===== src/rtl/resource_arbiter_pkg.sv =====
// rtl/resource_arbiter_pkg.sv - shared FSM state encoding and grant-index sizing for resource_arbiter
package resource_arbiter_pkg;

  typedef enum logic [1:0] {
    ARB_IDLE  = 2'd0,
    ARB_ISSUE = 2'd1,
    ARB_RESP  = 2'd2
  } arb_state_t;

  function automatic int grant_width(input int n_req);
    return (n_req > 1) ? $clog2(n_req) : 1;
  endfunction

endpackage


===== src/rtl/resource_arbiter_rr_pick.sv =====
// rtl/resource_arbiter_rr_pick.sv - combinational round-robin selector
// Returns the first pending index after i_last_grant, wrapping modulo N_REQ.
module rr_pick
  import resource_arbiter_pkg::*;
#(
  parameter int N_REQ = 4,
  parameter int GW    = grant_width(N_REQ)
) (
  input  logic [N_REQ-1:0] i_pending,
  input  logic [GW-1:0]    i_last_grant,
  output logic [GW-1:0]    o_grant,
  output logic             o_any_pending
);

  logic [GW-1:0] w_idx;

  always_comb begin
    o_grant       = '0;
    o_any_pending = 1'b0;
    w_idx         = '0;
    for (int k = 1; k <= N_REQ; k++) begin
      w_idx = GW'((int'(i_last_grant) + k) % N_REQ);
      if (!o_any_pending && i_pending[w_idx]) begin
        o_any_pending = 1'b1;
        o_grant       = w_idx;
      end
    end
  end

endmodule


===== src/rtl/resource_arbiter.sv =====
// rtl/resource_arbiter.sv - round-robin arbiter sharing one resource port among N_REQ requesters
// RESOURCE_ARBITER_TIMEOUT_EN adds an ISSUE watchdog and the sticky timeout_err output.
module resource_arbiter
  import resource_arbiter_pkg::*;
#(
  parameter int N_REQ          = 4,
  parameter int data_width     = 16,
  parameter int handle_width   = 8,
  parameter int TIMEOUT_CYCLES = 255
) (
  input  logic                           clk,
  input  logic                           reset,
  input  logic [N_REQ-1:0]               req_read,
  input  logic [N_REQ-1:0]               req_write,
  input  logic [N_REQ*handle_width-1:0]  req_handle,
  input  logic [N_REQ*data_width-1:0]    req_arg_a,
  input  logic [N_REQ*data_width-1:0]    req_arg_b,
  output logic [N_REQ-1:0]               req_read_ready,
  output logic [N_REQ-1:0]               req_write_ack,
  output logic [data_width-1:0]          req_data,
  output logic                           res_read_req,
  output logic                           res_write_req,
  output logic [handle_width-1:0]        res_handle,
  output logic [data_width-1:0]          res_arg_a,
  output logic [data_width-1:0]          res_arg_b,
  input  logic [data_width-1:0]          res_data_in,
  input  logic                           res_read_ready,
  input  logic                           res_write_ack,
`ifdef RESOURCE_ARBITER_TIMEOUT_EN
  output logic                           timeout_err,
`endif
  output logic                           busy
);

  localparam int GW = grant_width(N_REQ);
  localparam logic [GW-1:0] LAST_INIT = GW'(N_REQ - 1);

  arb_state_t       r_state;
  logic [GW-1:0]    r_grant;
  logic [GW-1:0]    r_last_grant;
  logic             r_is_write;
  logic [N_REQ-1:0] w_pending;
  logic [N_REQ-1:0] w_grant_oh;
  logic [N_REQ-1:0] w_pick_oh;
  logic [GW-1:0]    w_pick;
  logic             w_any;
  logic             w_pick_wr;
  logic             w_resp_hit;
  logic             w_tmo;

  assign w_pending  = req_read | req_write;
  assign w_grant_oh = N_REQ'(1) << r_grant;
  assign w_pick_oh  = N_REQ'(1) << w_pick;
  assign w_pick_wr  = |(req_write & w_pick_oh);
  assign w_resp_hit = r_is_write ? res_write_ack : res_read_ready;
  assign busy       = (r_state != ARB_IDLE);

  rr_pick #(.N_REQ(N_REQ), .GW(GW)) u_rr_pick (
    .i_pending     (w_pending),
    .i_last_grant  (r_last_grant),
    .o_grant       (w_pick),
    .o_any_pending (w_any)
  );

`ifdef RESOURCE_ARBITER_TIMEOUT_EN
  localparam int CW = $clog2(TIMEOUT_CYCLES + 1);
  logic [CW-1:0] r_tmo_cnt;

  assign w_tmo = (r_tmo_cnt == CW'(TIMEOUT_CYCLES - 1));

  always_ff @(posedge clk) begin
    if (reset) begin
      r_tmo_cnt   <= '0;
      timeout_err <= 1'b0;
    end else begin
      if (r_state == ARB_ISSUE && !w_resp_hit) begin
        r_tmo_cnt <= r_tmo_cnt + 1'b1;
        if (w_tmo) timeout_err <= 1'b1;
      end else begin
        r_tmo_cnt <= '0;
      end
    end
  end
`else
  assign w_tmo = 1'b0;
`endif

  always_ff @(posedge clk) begin
    if (reset) begin
      r_state        <= ARB_IDLE;
      r_grant        <= '0;
      r_last_grant   <= LAST_INIT;
      r_is_write     <= 1'b0;
      res_read_req   <= 1'b0;
      res_write_req  <= 1'b0;
      res_handle     <= '0;
      res_arg_a      <= '0;
      res_arg_b      <= '0;
      req_read_ready <= '0;
      req_write_ack  <= '0;
      req_data       <= '0;
    end else begin
      case (r_state)
        ARB_IDLE: begin
          if (w_any) begin
            r_state       <= ARB_ISSUE;
            r_grant       <= w_pick;
            r_last_grant  <= w_pick;
            r_is_write    <= w_pick_wr;
            res_write_req <= w_pick_wr;
            res_read_req  <= ~w_pick_wr;
            res_handle    <= req_handle[int'(w_pick)*handle_width +: handle_width];
            res_arg_a     <= req_arg_a[int'(w_pick)*data_width +: data_width];
            res_arg_b     <= req_arg_b[int'(w_pick)*data_width +: data_width];
          end
        end
        ARB_ISSUE: begin
          // Wrong-type responses never match w_resp_hit, so they are dropped here.
          if (w_resp_hit || w_tmo) begin
            r_state       <= ARB_RESP;
            res_read_req  <= 1'b0;
            res_write_req <= 1'b0;
            if (r_is_write) begin
              req_write_ack <= w_grant_oh;
            end else begin
              req_read_ready <= w_grant_oh;
              req_data       <= w_resp_hit ? res_data_in : '0;
            end
          end
        end
        ARB_RESP: begin
          // Hold the ack until the owner lets go, covering requesters stalled by their own enable.
          if (!(|(w_pending & w_grant_oh))) begin
            r_state        <= ARB_IDLE;
            req_read_ready <= '0;
            req_write_ack  <= '0;
          end
        end
        default: r_state <= ARB_IDLE;
      endcase
    end
  end

endmodule

===== config.mk =====
export PLATFORM = sky130hd
export DESIGN_NAME = resource_arbiter
export DESIGN_NICKNAME = d
export VERILOG_FILES = /design/src/rtl/resource_arbiter_pkg.sv /design/src/rtl/resource_arbiter_rr_pick.sv /design/src/rtl/resource_arbiter.sv
export SDC_FILE = /design/constraint.sdc
export NUM_CORES = 1
export LEC_CHECK = 0
export ABC_AREA = 1
export BUFFER_PORTS_ARGS = -buffer_cell sky130_fd_sc_hd__clkbuf_2
export CAP_MARGIN = 20
export CORE_MARGIN = 8
export CORE_UTILIZATION = 45
export DETAILED_ROUTE_END_ITERATION = 10
export HOLD_SLACK_MARGIN = 0.03
export PLACE_DENSITY_LB_ADDON = 0.2
export SYNTH_ARGS = -nofsm -noshare
export SYNTH_HDL_FRONTEND = slang
export SYNTH_SLANG_ARGS = --single-unit

===== constraint.sdc =====
create_clock -name clk -period 5.9 [get_ports clk]
set_input_delay 1.475 -clock clk [delete_from_list [all_inputs] [get_ports clk]]
set_output_delay 1.475 -clock clk [all_outputs]
set_load 0.005 [all_outputs]

==> out/summary.md, run 1 <==
The max-cap violation count is 0. Port buffering added 254 buffers. The number of nets handed over by synthesis was 1038.

The clock transition at the registers of the reported paths is 0.09 ns. IR analysis of the VDD net gives a maximum drop of 401 µV. STA classifies the critical path endpoint as a flop. Setup repair after global routing left no endpoint under its margin. Measured along the y axis, the die boundary spans 120 µm. The cell count after synthesis was 850.

The synthesized design contains 73 register bits. The floorplan step defined a core boundary enclosing 10700 µm². For this run, the leading register cell type out of synthesis is sky130_fd_sc_hd__dfxtp_1.

For the maximum buffer depth of the clock tree, the log shows 2. Summed over all layers, the routed wires come to 16.8 mm. Yosys mapped a number of flops with a built-in enable equal to 0. For the remaining global-route overflow, the log shows 0.

After layout, the design draws a total of 0.00363 W. The run finished with clean final reports. The final critical path takes up 65.5% of the cycle. The tools report the number of antenna violations at the first check in global routing as 0.

The startpoint identified for the worst hold timing path is req_read_ready[3]. After synthesis, flip-flops and latches occupy 29.9% of the total area. The synthesis-to-finish area growth was 29.6%; the post-route DRC violation count was 0.

After the first detailed-routing iteration, the DRC count stood at 481. The tools report the post-cts gate resize count as 0. STA puts the critical path data required time at 6.17 ns. The tools report the launch point of the critical path as req_write[3]. The total number of clock tree sinks was 73. TritonCTS built the clock tree. During synthesis, Yosys emitted a total of 0 warnings. Slew at the pin closest to its max-slew limit: 0.921 ns. The global-route total usage across every layer was 22.3%; the multiplexer fraction of the synthesized cell area was 0%.

The floorplan step defined a die boundary enclosing 14500 µm². The detail route stage leaves a number of antenna-violating nets equal to 0. STA puts the critical path data arrival time at 4.13 ns. For the via count of the first global-routing pass, the log shows 5614. Dividing total power by cell area gives a power density of 572 nW/µm².

The tools report the beginning of the worst register-to-register path as r_last_grant[0]. In this run the cell area of the synthesized design comes to 4890 µm². The number of fill cells in the layout came out at 1113.

The repair_antennas step left the layout with diodes totalling 0. For the number of buffers inserted during clock tree synthesis, the log shows 9. The buffer count from post-CTS setup fixing is 0, and the simple logic cell fraction of the synthesized area is 52.4%.

Summing over every cut layer, the via total after detailed routing is 5888. In this run the horizontal extent of the chip is 120 µm. The synthesized-area fraction occupied by xor and xnor cells was 0%; the hold buffer count at cts was 0. The per-cell via count in the routed design is 4.86, and the critical-path maximum fanout is 44. Static timing analysis puts the maximum clock frequency at 0.259 GHz. Before antenna repair, the detailed router went through 5 iterations.

In the final routed layout, each cell accounts on average for 13.9 µm. Critical path startpoint category: an input pin. In the final layout, the share of cells above drive strength 1 is 27.1%. 255 I/O pins were placed.

The weighted congestion reported at the end of routability-driven placement was 0.874. In this run the mean area of a mapped cell was 5.75 µm². Max-slew violation count: 0. The synthesized design spends more area on one cell type than any other, namely sky130_fd_sc_hd__dfxtp_1. The first global-routing pass estimated 26.9 mm of wire. The worst path in the final design needs a cycle of 3.86 ns, including I/O delays and setup.

The H-tree depth is 3. For the worst slew margin relative to its limit, the log shows 38.4%. The tools report the cell at the root of the clock tree as sky130_fd_sc_hd__clkbuf_8. The floorplan has 38 rows. The clock arrives with 0.0134 ns of skew. The starting density of the core came out at 45.7%. At the end of the flow, the number of nets in the layout was 1255. For this run, asynchronously set or reset flops after synthesis account for 0%. The main combinational cell family by area after synthesis is simple AND/OR/NAND/NOR gates. The tools report the setup TNS as 0 ns. Sorting the synthesized cells by area gives the leading types as sky130_fd_sc_hd__dfxtp_1 (30%), sky130_fd_sc_hd__nand2_1 (20%), sky130_fd_sc_hd__nand3_1 (15%). The share of synthesized area in the top cell type comes to 29.9%. The adder-cell share of the synthesized area is 0%.

The hold violation total from the final report came out at 0. The worst setup path is of the input pin to flop kind. For the number of non-filler instances in the completed layout, the log shows 1212. Setup violations remaining at the end of the flow were counted as 0. The worst hold path belongs to the class flop to flop. Yosys mapped the design onto 25 distinct sky130hd cell types. The post-synthesis compound-gate area fraction came out at 3.92%.

For this design the static power due to leakage is 3.85 nW. Detailed placement ended at an HPWL of 12.3 mm. The number of placed instances, taps included, is 1196. The later-pin clock latency in the skew report is 0.35 ns, and the largest net degree at the start of global routing is 86.
flip-flops by register name, summed over array words and instances (netlist names):
name,count
req_data,16
res_arg_a,16
res_arg_b,16
res_handle,8
req_read_ready,4
req_write_ack,4
r_grant,2
r_last_grant,2
r_state,2
r_is_write,1
res_read_req,1
res_write_req,1
cells by family after synthesis:
logic type / Yosys count
and+or+nand+nor: 583
buffers and inverters: 158
DFF: 73
AOI/OAI and AO/OA: 36
cell usage after synthesis, types with 4 or more instances:
cell type                  count
sky130_fd_sc_hd__inv_1        99
sky130_fd_sc_hd__nand3b_1     40
sky130_fd_sc_hd__dfxtp_1      73
sky130_fd_sc_hd__o21ai_0      17
sky130_fd_sc_hd__clkbuf_1     16
sky130_fd_sc_hd__nor2_1      130
sky130_fd_sc_hd__a21oi_1      14
sky130_fd_sc_hd__nand3_1     142
sky130_fd_sc_hd__buf_4         8
sky130_fd_sc_hd__nand2_1     258
sky130_fd_sc_hd__inv_2         4
sky130_fd_sc_hd__buf_2        22
sky130_fd_sc_hd__nand2_2       5
sky130_fd_sc_hd__buf_1         5
layout by cell type (no fill, tap or decap):
cell type,n
sky130_fd_sc_hd__nand2_1,258
sky130_fd_sc_hd__clkbuf_2,254
sky130_fd_sc_hd__nand3_1,142
sky130_fd_sc_hd__nor2_1,130
sky130_fd_sc_hd__inv_1,99
sky130_fd_sc_hd__dfxtp_1,73
sky130_fd_sc_hd__nand3b_1,40
sky130_fd_sc_hd__o21ai_0,17
sky130_fd_sc_hd__a21oi_1,14
sky130_fd_sc_hd__clkbuf_8,9
sky130_fd_sc_hd__nand2_2,5
sky130_fd_sc_hd__inv_2,4
sky130_fd_sc_hd__buf_4,4
sky130_fd_sc_hd__nand4_1,2
sky130_fd_sc_hd__nand3_2,2
sky130_fd_sc_hd__o211ai_1,2
sky130_fd_sc_hd__bufinv_16,2
sky130_fd_sc_hd__clkinv_4,2
sky130_fd_sc_hd__clkinv_2,2
sky130_fd_sc_hd__clkinv_1,1
sky130_fd_sc_hd__nor4_1,1
sky130_fd_sc_hd__nor2_2,1
sky130_fd_sc_hd__o21ai_1,1
sky130_fd_sc_hd__a21oi_2,1
sky130_fd_sc_hd__nor4_2,1
sky130_fd_sc_hd__nor2_4,1
sky130_fd_sc_hd__a211oi_1,1
sky130_fd_sc_hd__clkinvlp_4,1
sky130_fd_sc_hd__buf_6,1
sky130_fd_sc_hd__buf_12,1
worst max-delay path, stage by stage:
cell and delay, ns:
sky130_fd_sc_hd__clkbuf_2 0.10, sky130_fd_sc_hd__nor2_1 0.18, sky130_fd_sc_hd__nand2_1 0.10, sky130_fd_sc_hd__nand3_1 0.11, sky130_fd_sc_hd__nand2_1 0.09, sky130_fd_sc_hd__nor2_2 0.15, sky130_fd_sc_hd__nand2_1 0.06, sky130_fd_sc_hd__nand2_1 0.05
sky130_fd_sc_hd__inv_1 0.04, sky130_fd_sc_hd__nand2_2 0.66, sky130_fd_sc_hd__inv_2 0.59, sky130_fd_sc_hd__nand3_1 0.24, sky130_fd_sc_hd__nand3_1 0.11, sky130_fd_sc_hd__a21oi_1 0.15
per-layer routing:
metal	global-route usage, %	part of all wire, %	vias to the layer above
met3	8.21	11	9
met2	37.2	45	234
met5	0	0	-
li1	-	-	3071
met4	4.61	0.55	0
met1	27.1	43	2574
final cells by class:
cell class                 count  area, µm²  area share [%]
clock buffer                   9        124            1.95
clock inverter                 7       95.1            1.50
inverter                     104        390            6.16
multi-input combinational    619       2760            43.5
sequential                    73       1460            23.1
tap                          140        175            2.76
timing repair buffer         260       1330            21.0
power by group:
group | switching [W] | internal, W
Sequential | 0.0000983 | 0.000665
Combinational | 0.00160 | 0.000826
Clock | 0.000196 | 0.000238
metrics by stage:
stage	setup WS, ns	instance area [µm²]	util (%)	hold WS (ns)
2_1_floorplan	2.97	4890	-	0.456
3_3_place_gp	1.64	6110	57.1	0.451
3_5_place_dp	1.60	6120	57.2	0.458
4_1_cts	1.99	6340	59.2	0.472
5_1_grt	1.66	6340	59.2	0.496
6_report	2.04	6340	59.2	0.466
worst paths after layout:
kind                            depth (start not counted)  slack (ns)           endpoint
worst min register to register                          2        0.47  req_read_ready[3]
worst max register to register                         11        2.82       res_read_req
worst max-delay path                                   14        2.04       res_read_req
worst min-delay path                                    2        0.47  req_read_ready[3]
Power figures use the tool's default switching activity.
==> inputs of run 2 (changes only) <==
--- a/config.mk
+++ b/config.mk
@@ -5,11 +5,11 @@
 export SDC_FILE = /design/constraint.sdc
 export NUM_CORES = 1
 export LEC_CHECK = 0
-export ABC_AREA = 1
+export ABC_AREA = 0
 export BUFFER_PORTS_ARGS = -buffer_cell sky130_fd_sc_hd__clkbuf_2
 export CAP_MARGIN = 20
 export CORE_MARGIN = 8
-export CORE_UTILIZATION = 45
+export CORE_UTILIZATION = 38
 export DETAILED_ROUTE_END_ITERATION = 10
 export HOLD_SLACK_MARGIN = 0.03
 export PLACE_DENSITY_LB_ADDON = 0.2
==> constraint.sdc (replaced) <==
create_clock -name clk -period 3.1 [get_ports clk]
set_input_delay 0.775 -clock clk [delete_from_list [all_inputs] [get_ports clk]]
set_output_delay 0.775 -clock clk [all_outputs]
set_load 0.005 [all_outputs]
==> run 2 against run 1 <==
Against the previous run: largest power group unchanged; first-iteration DRC count shrank 69%; final area fell by 16%; sequential power grew 63%; critical endpoint unchanged.
==> out/summary.md, run 2 <==
The adder-cell share of the synthesized area came out at 0%. The critical path goes through clkbuf_2 -> nor4_2 -> a31o_4 -> mux2_4 -> o22a_1 -> a22o_1. After synthesis, the largest family of logic cells by area is multiplexers. The clock drives 73 sinks.

The critical path in this run is classified as input pin to flop. The tools report the distinct cell type count after synthesis as 38. In the synthesized netlist, the number of instances is 396. Detailed routing inserted a total of 3902 vias. The tools report the share of total power in combinational logic as 37.5%. The minimum clock period after layout was 2.29 ns. The max-cap violation count was 0; the sequential cell area was 1460 µm². The clock passes through at most 2 buffers. The sum of buffers and inverters on the critical path came out at 1. The area of the die came out at 13100 µm². The hold violation total from the final report was 0; the number of nets at the end of the flow was 831. The largest individual stage delay along the critical path comes from the cell sky130_fd_sc_hd__nor4_2. Setup repair after global routing left no endpoint under its margin. Synthesis-to-finish area growth: 44.1%.

At the worst endpoint, the required time is 3.33 ns. The number of optimization iterations in the first detailed-route pass is 4, and the mean routed wirelength per cell is 16.9 µm. The number of register bits inferred by synthesis was 73. The most common library cell in the layout ignoring fill and taps was sky130_fd_sc_hd__clkbuf_2. In the layout the commonest cells are sky130_fd_sc_hd__clkbuf_2 (254), sky130_fd_sc_hd__mux2i_1 (85), sky130_fd_sc_hd__nand2_1 (79), sky130_fd_sc_hd__dfxtp_1 (73), sky130_fd_sc_hd__o221ai_1 (40).

TritonCTS built the clock tree. The per-cell via count in the routed design was 5.00. Largest net degree at the start of global routing: 41. Routability-driven placement finished with a final weighted congestion of 0.849. Of the available clock period, the critical path in the final layout requires 74.0%.

In the post-route analysis, the smallest setup slack over all paths is 0.805 ns. Along the worst path, the maximum fanout reaches 19. The power spent charging and discharging nets was 0.00112 W; the simple logic cell fraction of the synthesized area was 14.3%. The max-slew violation count is 0. The number of nets in the synthesized netlist is 584. In this design, the largest share of critical-path delay is due to compound AO/OA/AOI/OAI gates. Buffers placed on the I/O ports in this run total 254.

The synthesized design devotes to its leading area cell type 39.7% of total area. The min-delay analysis places its worst path in the category flop to flop. The internal reg-to-reg setup slack was 1.11 ns.

The tools report the antenna diode instance count as 0. The tools report the number of antenna violations at the first check in global routing as 0. Cell type with the largest total area after synthesis: sky130_fd_sc_hd__dfxtp_1. Measured against the total synthesized area, the mux share comes to 24.2%.

TritonCTS created 9 clock buffers. The post-detailed-placement half-perimeter wirelength is 10.5 mm. Synthesized-area fraction occupied by xor and xnor cells: 0%.

Registers are responsible for 36.9% of the overall power. The width of the die works out to 114 µm. Of the synthesized area, sequential elements account for 39.7%.

Proportion of synthesized flip-flops having asynchronous set or reset: 0%. For the total core area, the log shows 9590 µm². Yosys instantiated no cell more often than sky130_fd_sc_hd__mux2i_1. The slew at the pin closest to its max-slew limit is 0.754 ns. STA classifies the critical path endpoint as a flop. Setup violations remaining at the end of the flow were counted as 0.

The run gives 25.6% as the clock group share of total power. In the final layout, the registers with the most flip-flops are req_data x16, res_arg_a x16, res_arg_b x16. The critical path data arrival time came out at 2.52 ns.

For this run the aggregate overflow at the end of global routing stands at 0. The wire length of the first global-routing pass came out at 19.9 mm. Clock-pin slew was measured on the worst setup and hold paths at 0.08 ns.

For the clock tree skew after final layout, the log shows 0.0181 ns. The mean area per synthesized cell is 9.29 µm², and the post-cts gate resize count is 0. The switching part of the total came out at 33.3%. The tools report the cell-internal power as 0.00224 W. The later-pin clock latency in the skew report came out at 0.34 ns. The tools report the cell at the root of the clock tree as sky130_fd_sc_hd__clkbuf_8. The total power per unit cell area works out to 633 nW/µm². The buffer count from post-CTS setup fixing is 0, and the via count of the first global-routing pass is 4175. In this run the cell area measured after placement is 5070 µm².

The worst setup slack before clock tree synthesis came out at 0.485 ns. The worst-case IR drop observed on VDD is 356 µV. The commonest cells after synthesis are sky130_fd_sc_hd__mux2i_1 (85), sky130_fd_sc_hd__nand2_1 (79), sky130_fd_sc_hd__dfxtp_1 (73). The die is 114 µm tall. For the netlist area before placement, the log shows 3680 µm².

255 I/O pins were placed. After detailed routing, the total wire length is 13.2 mm. The run gives 38.3% as the starting density of the core. The number of warnings issued by yosys was 0; the number of fill cells in the layout was 950.

After routing, the total negative slack on setup checks comes to 0 ns. For this run, the leading register cell type out of synthesis is sky130_fd_sc_hd__dfxtp_1. Once layout is done, the placed cells without fillers occupy 5300 µm².

The number of nets with antenna violations after detailed routing came out at 0. STA classifies the critical path startpoint as an input pin. The logs give 0.436 GHz for the top achievable clock speed and 3 for the H-tree depth.

The fraction of final layout cells sized beyond drive strength 1 came out at 45.2%. In this run, the number of DRC markers left after iteration 0 of detailed routing was 150. For this run, the slowest stage of the critical path takes 0.43 ns. The count of flip-flops with a built-in enable after synthesis works out to 0. The run finished with clean final reports. The post-synthesis compound-gate area fraction is 17.3%. The worst slew margin relative to its limit was 49.5%. Global routing used 19.1% of the available tracks. The post-route DRC violation count was 0; the row count was 36. The run gives 2070 µm² as the multi-input combinational cell area. In the post-synthesis netlist, the biggest area contributors are sky130_fd_sc_hd__dfxtp_1 (40%), sky130_fd_sc_hd__mux2i_1 (23%), sky130_fd_sc_hd__o221ai_1 (9.5%).

The logs give 0 for the hold buffer count at cts and 2.77 nW for the cell leakage power.
## run 2: layout make-up
class / count / share of cell area, %
Sequential cell: 73 / 27.6
Tap cell: 133 / 3.14
Timing Repair Buffer: 265 / 25.8
Clock buffer: 12 / 2.93
Inverter: 2 / 0.142
Clock inverter: 4 / 1.42
Multi-Input combinational cell: 292 / 39.0
## run 2: worst paths after layout
kind	cells past startpoint	startpoint	endpoint
max	6	req_write[3]	res_read_req
min reg2reg	2	req_data[2]	req_data[2]
max reg2reg	5	r_state[0]	req_read_ready[2]
min	2	req_data[2]	req_data[2]
## run 2: layer usage
| metal | wire length (µm) | global-route usage [%] |
|---|---|---|
| met5 | 0 | 0 |
| met4 | 212 | 6.21 |
| met3 | 1070 | 6.01 |
| met2 | 6540 | 33.9 |
| met1 | 5340 | 21.0 |
## run 2: per-stage QoR
stage | util, % | hold slack, ns | std cells | power, W
6_report | 55.2 | 0.456 | 781 | 0.00336
5_1_grt | 55.2 | 0.484 | 781 | 0.00356
4_1_cts | 55.2 | 0.459 | 781 | 0.00339
3_5_place_dp | 52.8 | 0.447 | 765 | 0.00253
3_3_place_gp | 52.8 | 0.442 | 765 | 0.00250
2_1_floorplan | - | 0.453 | 396 | 0.00205
## run 2: logic make-up after synthesis
| family | count (synthesis) |
|---|---|
| simple gates | 123 |
| mux | 87 |
| compound gates | 82 |
| flops | 73 |
| buf+inv | 31 |
## run 2: worst register-to-register path, stage by stage, from the launching register on
cell                      delay, ns
sky130_fd_sc_hd__dfxtp_1       0.38
sky130_fd_sc_hd__nor2b_1       0.36
sky130_fd_sc_hd__and2_1        0.65
sky130_fd_sc_hd__nor2_1        0.21
sky130_fd_sc_hd__a32oi_1       0.22
sky130_fd_sc_hd__nor2_1        0.06
## run 2: power by group through the flow
stage	clock [W]	combinational, W	sequential, W
6_report	0.000859	0.00126	0.00124
4_1_cts	0.000881	0.00127	0.00124
3_5_place_dp	0	0.00127	0.00126
5_1_grt	0.000920	0.00138	0.00126
3_3_place_gp	0	0.00125	0.00125
2_1_floorplan	0	0.000787	0.00126
==> inputs of run 3 (changes only) <==
--- a/config.mk
+++ b/config.mk
@@ -9,7 +9,7 @@
 export BUFFER_PORTS_ARGS = -buffer_cell sky130_fd_sc_hd__clkbuf_2
 export CAP_MARGIN = 20
 export CORE_MARGIN = 8
-export CORE_UTILIZATION = 38
+export CORE_UTILIZATION = 42
 export DETAILED_ROUTE_END_ITERATION = 10
 export HOLD_SLACK_MARGIN = 0.03
 export PLACE_DENSITY_LB_ADDON = 0.2
==> constraint.sdc (replaced) <==
create_clock -name clk -period 2.23 [get_ports clk]
set_input_delay 0.5575 -clock clk [delete_from_list [all_inputs] [get_ports clk]]
set_output_delay 0.5575 -clock clk [all_outputs]
set_load 0.005 [all_outputs]
==> run 3 against run 2 <==
Against the previous run: hold slack worse by 0.027 ns; first-iteration DRC count is 0.67% higher; final cell count is 1.7% lower; clock skew is 0.0061 ns lower; wire length is 0.89% lower.
==> out/summary.md, run 3 (synthesis gave the netlist of run 2 again) <==
Timing would allow up to 0.541 GHz. At the pin with the least slew margin, the transition time is 0.599 ns. The cell leakage power was 2.83 nW. At the end of the flow, the number of nets in the layout was 843. The kind of end point of the critical path was a flop. The library cell used most frequently in the layout, excluding fill and tap cells, is sky130_fd_sc_hd__clkbuf_2. Summing all placed instances gives a cell area of 5190 µm².

The minimum clock period after layout is 1.85 ns. The flow ran to the end, and the final reports show no timing, DRC or antenna violations. In this run the deepest clock path goes through 2 buffers. Setup repair after global routing left no endpoint under its margin. The number of nets with antenna violations after detailed routing came out at 0.

The dominant delay contributor by cell family on the critical path is compound AO/OA/AOI/OAI gates. In this run the critical register-to-register path is captured at req_read_ready[0]. In this run the register-to-register setup slack is 0.42 ns. The largest net degree at the start of global routing is 41, and the total core area is 8590 µm². Worst slew margin relative to its limit: 60.0%.

In the final timing run, aggregate negative setup slack is 0 ns. In the layout the commonest cells are sky130_fd_sc_hd__clkbuf_2 (254), sky130_fd_sc_hd__mux2i_1 (85), sky130_fd_sc_hd__nand2_1 (79), sky130_fd_sc_hd__dfxtp_1 (73), sky130_fd_sc_hd__o221ai_1 (40). After detailed routing, the number of vias per cell comes to 5.19. The number of hold buffers added after CTS was 0.

The first global-routing pass estimated 19.5 mm of wire. The antenna diode instance count is 0, and the number of primary I/O pins is 255. Along the worst path, the maximum fanout reaches 4.

After clock tree synthesis, the setup repair step added 0 buffers. H-tree depth: 3. In this run the most critical hold path is launched from res_data_in[0]. Of the cells placed in the final design, the portion with a size suffix greater than 1 is 46.4%. The worst hold path passes through 3 cells. The end point of the worst hold path was req_data[0]. The congestion estimate from routability-driven global placement came to 0.858. In the final layout, the registers with the most flip-flops are req_data x16, res_arg_a x16, res_arg_b x16.

Maximum ir drop on the vdd rail: 420 µV. The y dimension of the die works out to 110 µm. The clock transition at the registers of the reported paths came out at 0.08 ns. In this run the clock root is driven by a sky130_fd_sc_hd__clkbuf_8.

For this run, global-route usage on met3 was measured as 5.04%. Global routing used 23.6% of the available met1 tracks. The max-cap violation count was 0; the detailed router's first-iteration violation count was 151. The total overflow left after global routing is 0. TritonCTS built the clock tree. Post-route DRC violation count: 0. After clock tree synthesis, the repair step resized 0 gates. In this run the most used layer during global routing was met2. The max-slew violation count is 0, and the number of optimization iterations in the first detailed-route pass is 4.

The worst hold margin was 0.429 ns. In this run the worst hold path is classified as input pin to flop. The worst setup path is launched from an input pin.

The routed layout has 3985 vias. For this design, the slowest cell found on the critical path is sky130_fd_sc_hd__nor4_2. The path depth of the worst reg2reg path is 5, and the total number of clock tree sinks is 73.

The tools report the row count as 34. Global-route total usage across every layer: 20.3%. For this configuration, the core starts out at a cell density of 42.8%.

The delay of the slowest cell on the worst path was 0.41 ns. For the worst setup path, the data arrival time is 2.07 ns. After detailed routing, the total wire length is 13.0 mm. For this run, global-route usage on met2 was measured as 34.6%. The critical path goes through clkbuf_2 -> nor4_2 -> a31o_4 -> mux2_4 -> o22a_1 -> a22o_1. In this run the tool buffered the top-level ports with 254 buffer cells. In this run the number of cells on the critical path is 6. The logs give 9 for the number of buffers inserted during clock tree synthesis and 2.46 ns for the data required time at the worst endpoint. The beginning of the worst register-to-register path is r_state[0]. The total power per unit cell area was 848 nW/µm². The sum of buffers and inverters on the critical path works out to 1. The clock reaches the later pin of the worst-skew pair after 0.34 ns. Hold violation total from the final report: 0. The final critical path takes up 82.9% of the cycle. The clock tree skew after final layout came out at 0.0120 ns. The tools report the number of antenna violations at the first check in global routing as 0. The synthesis-to-finish area growth was 46.1%.

The area of the die was 12000 µm². In the final routed layout, each cell accounts on average for 17.0 µm. By startpoint and endpoint, the worst setup path is classified as input pin to flop. The logs give 0 for the final count of negative-setup-slack endpoints and 10.7 mm for the post-detailed-placement half-perimeter wirelength. The finished cells cover 5370 µm².

The via count of the first global-routing pass was 4155; the width of the die was 110 µm.
## run 3: changes by cell type in the layout (fill, tap and decap cells not counted)
cell / change
sky130_fd_sc_hd__buf_12: +5
sky130_fd_sc_hd__buf_4: +7
sky130_fd_sc_hd__bufinv_16: -2
sky130_fd_sc_hd__clkinv_2: +2
sky130_fd_sc_hd__clkbuf_8: -1
sky130_fd_sc_hd__clkbuf_1: -1
sky130_fd_sc_hd__clkinv_4: +1
sky130_fd_sc_hd__inv_6: +1
## run 3: cell type report
type,count,area [µm²]
well taps,108,135
multi-input cells,292,2070
clock inverters,6,42.5
flip-flops and latches,73,1460
inverters,2,7.51
repair buffers,277,1520
clock buffers,10,138
fillers,774,3220
## run 3: worst max path at each step
stage | from | to | slack [ns]
final | req_write[3] | res_read_req | 0.38
after detailed placement | req_write[3] | res_read_req | 0.03
after floorplan | req_read[2] | req_write_ack[0] | 0.34
after CTS | req_write[3] | res_read_req | 0.40
after global routing | r_last_grant[1] | res_arg_a[2] | 0.23
after global placement | req_write[3] | res_arg_a[1] | 0.09
## run 3: tightest hold or removal path: cells and delay by family
family	cells	cell delay (ns)
AO/OA/AOI/OAI	1	0.05
buffers and inverters	1	0.08
AND/OR/NAND/NOR	1	0.04
## run 3: report_power, final
part	switching [W]	internal, W
Clock	0.000509	0.000436
Combinational	0.000913	0.000971
Sequential	0.000160	0.00157
## run 3: metal layers
| metal | part of all wire (%) | wire (µm) | vias up |
|---|---|---|---|
| met1 | 40 | 5280 | 1825 |
| met3 | 7.9 | 1030 | 21 |
| met5 | 0 | 0 | - |
| met4 | 2.5 | 325 | 0 |
| li1 | - | - | 1970 |
| met2 | 49 | 6420 | 169 |
## run 3: metrics by stage
step	power, W	std cells	util (%)	worst slack (ns)
after floorplan	0.00284	396	-	0.338
after global placement	0.00361	752	60.4	0.0881
after detailed placement	0.00365	752	60.4	0.0347
after CTS	0.00462	768	62.5	0.400
after global routing	0.00487	768	62.5	0.228
final	0.00456	768	62.5	0.382
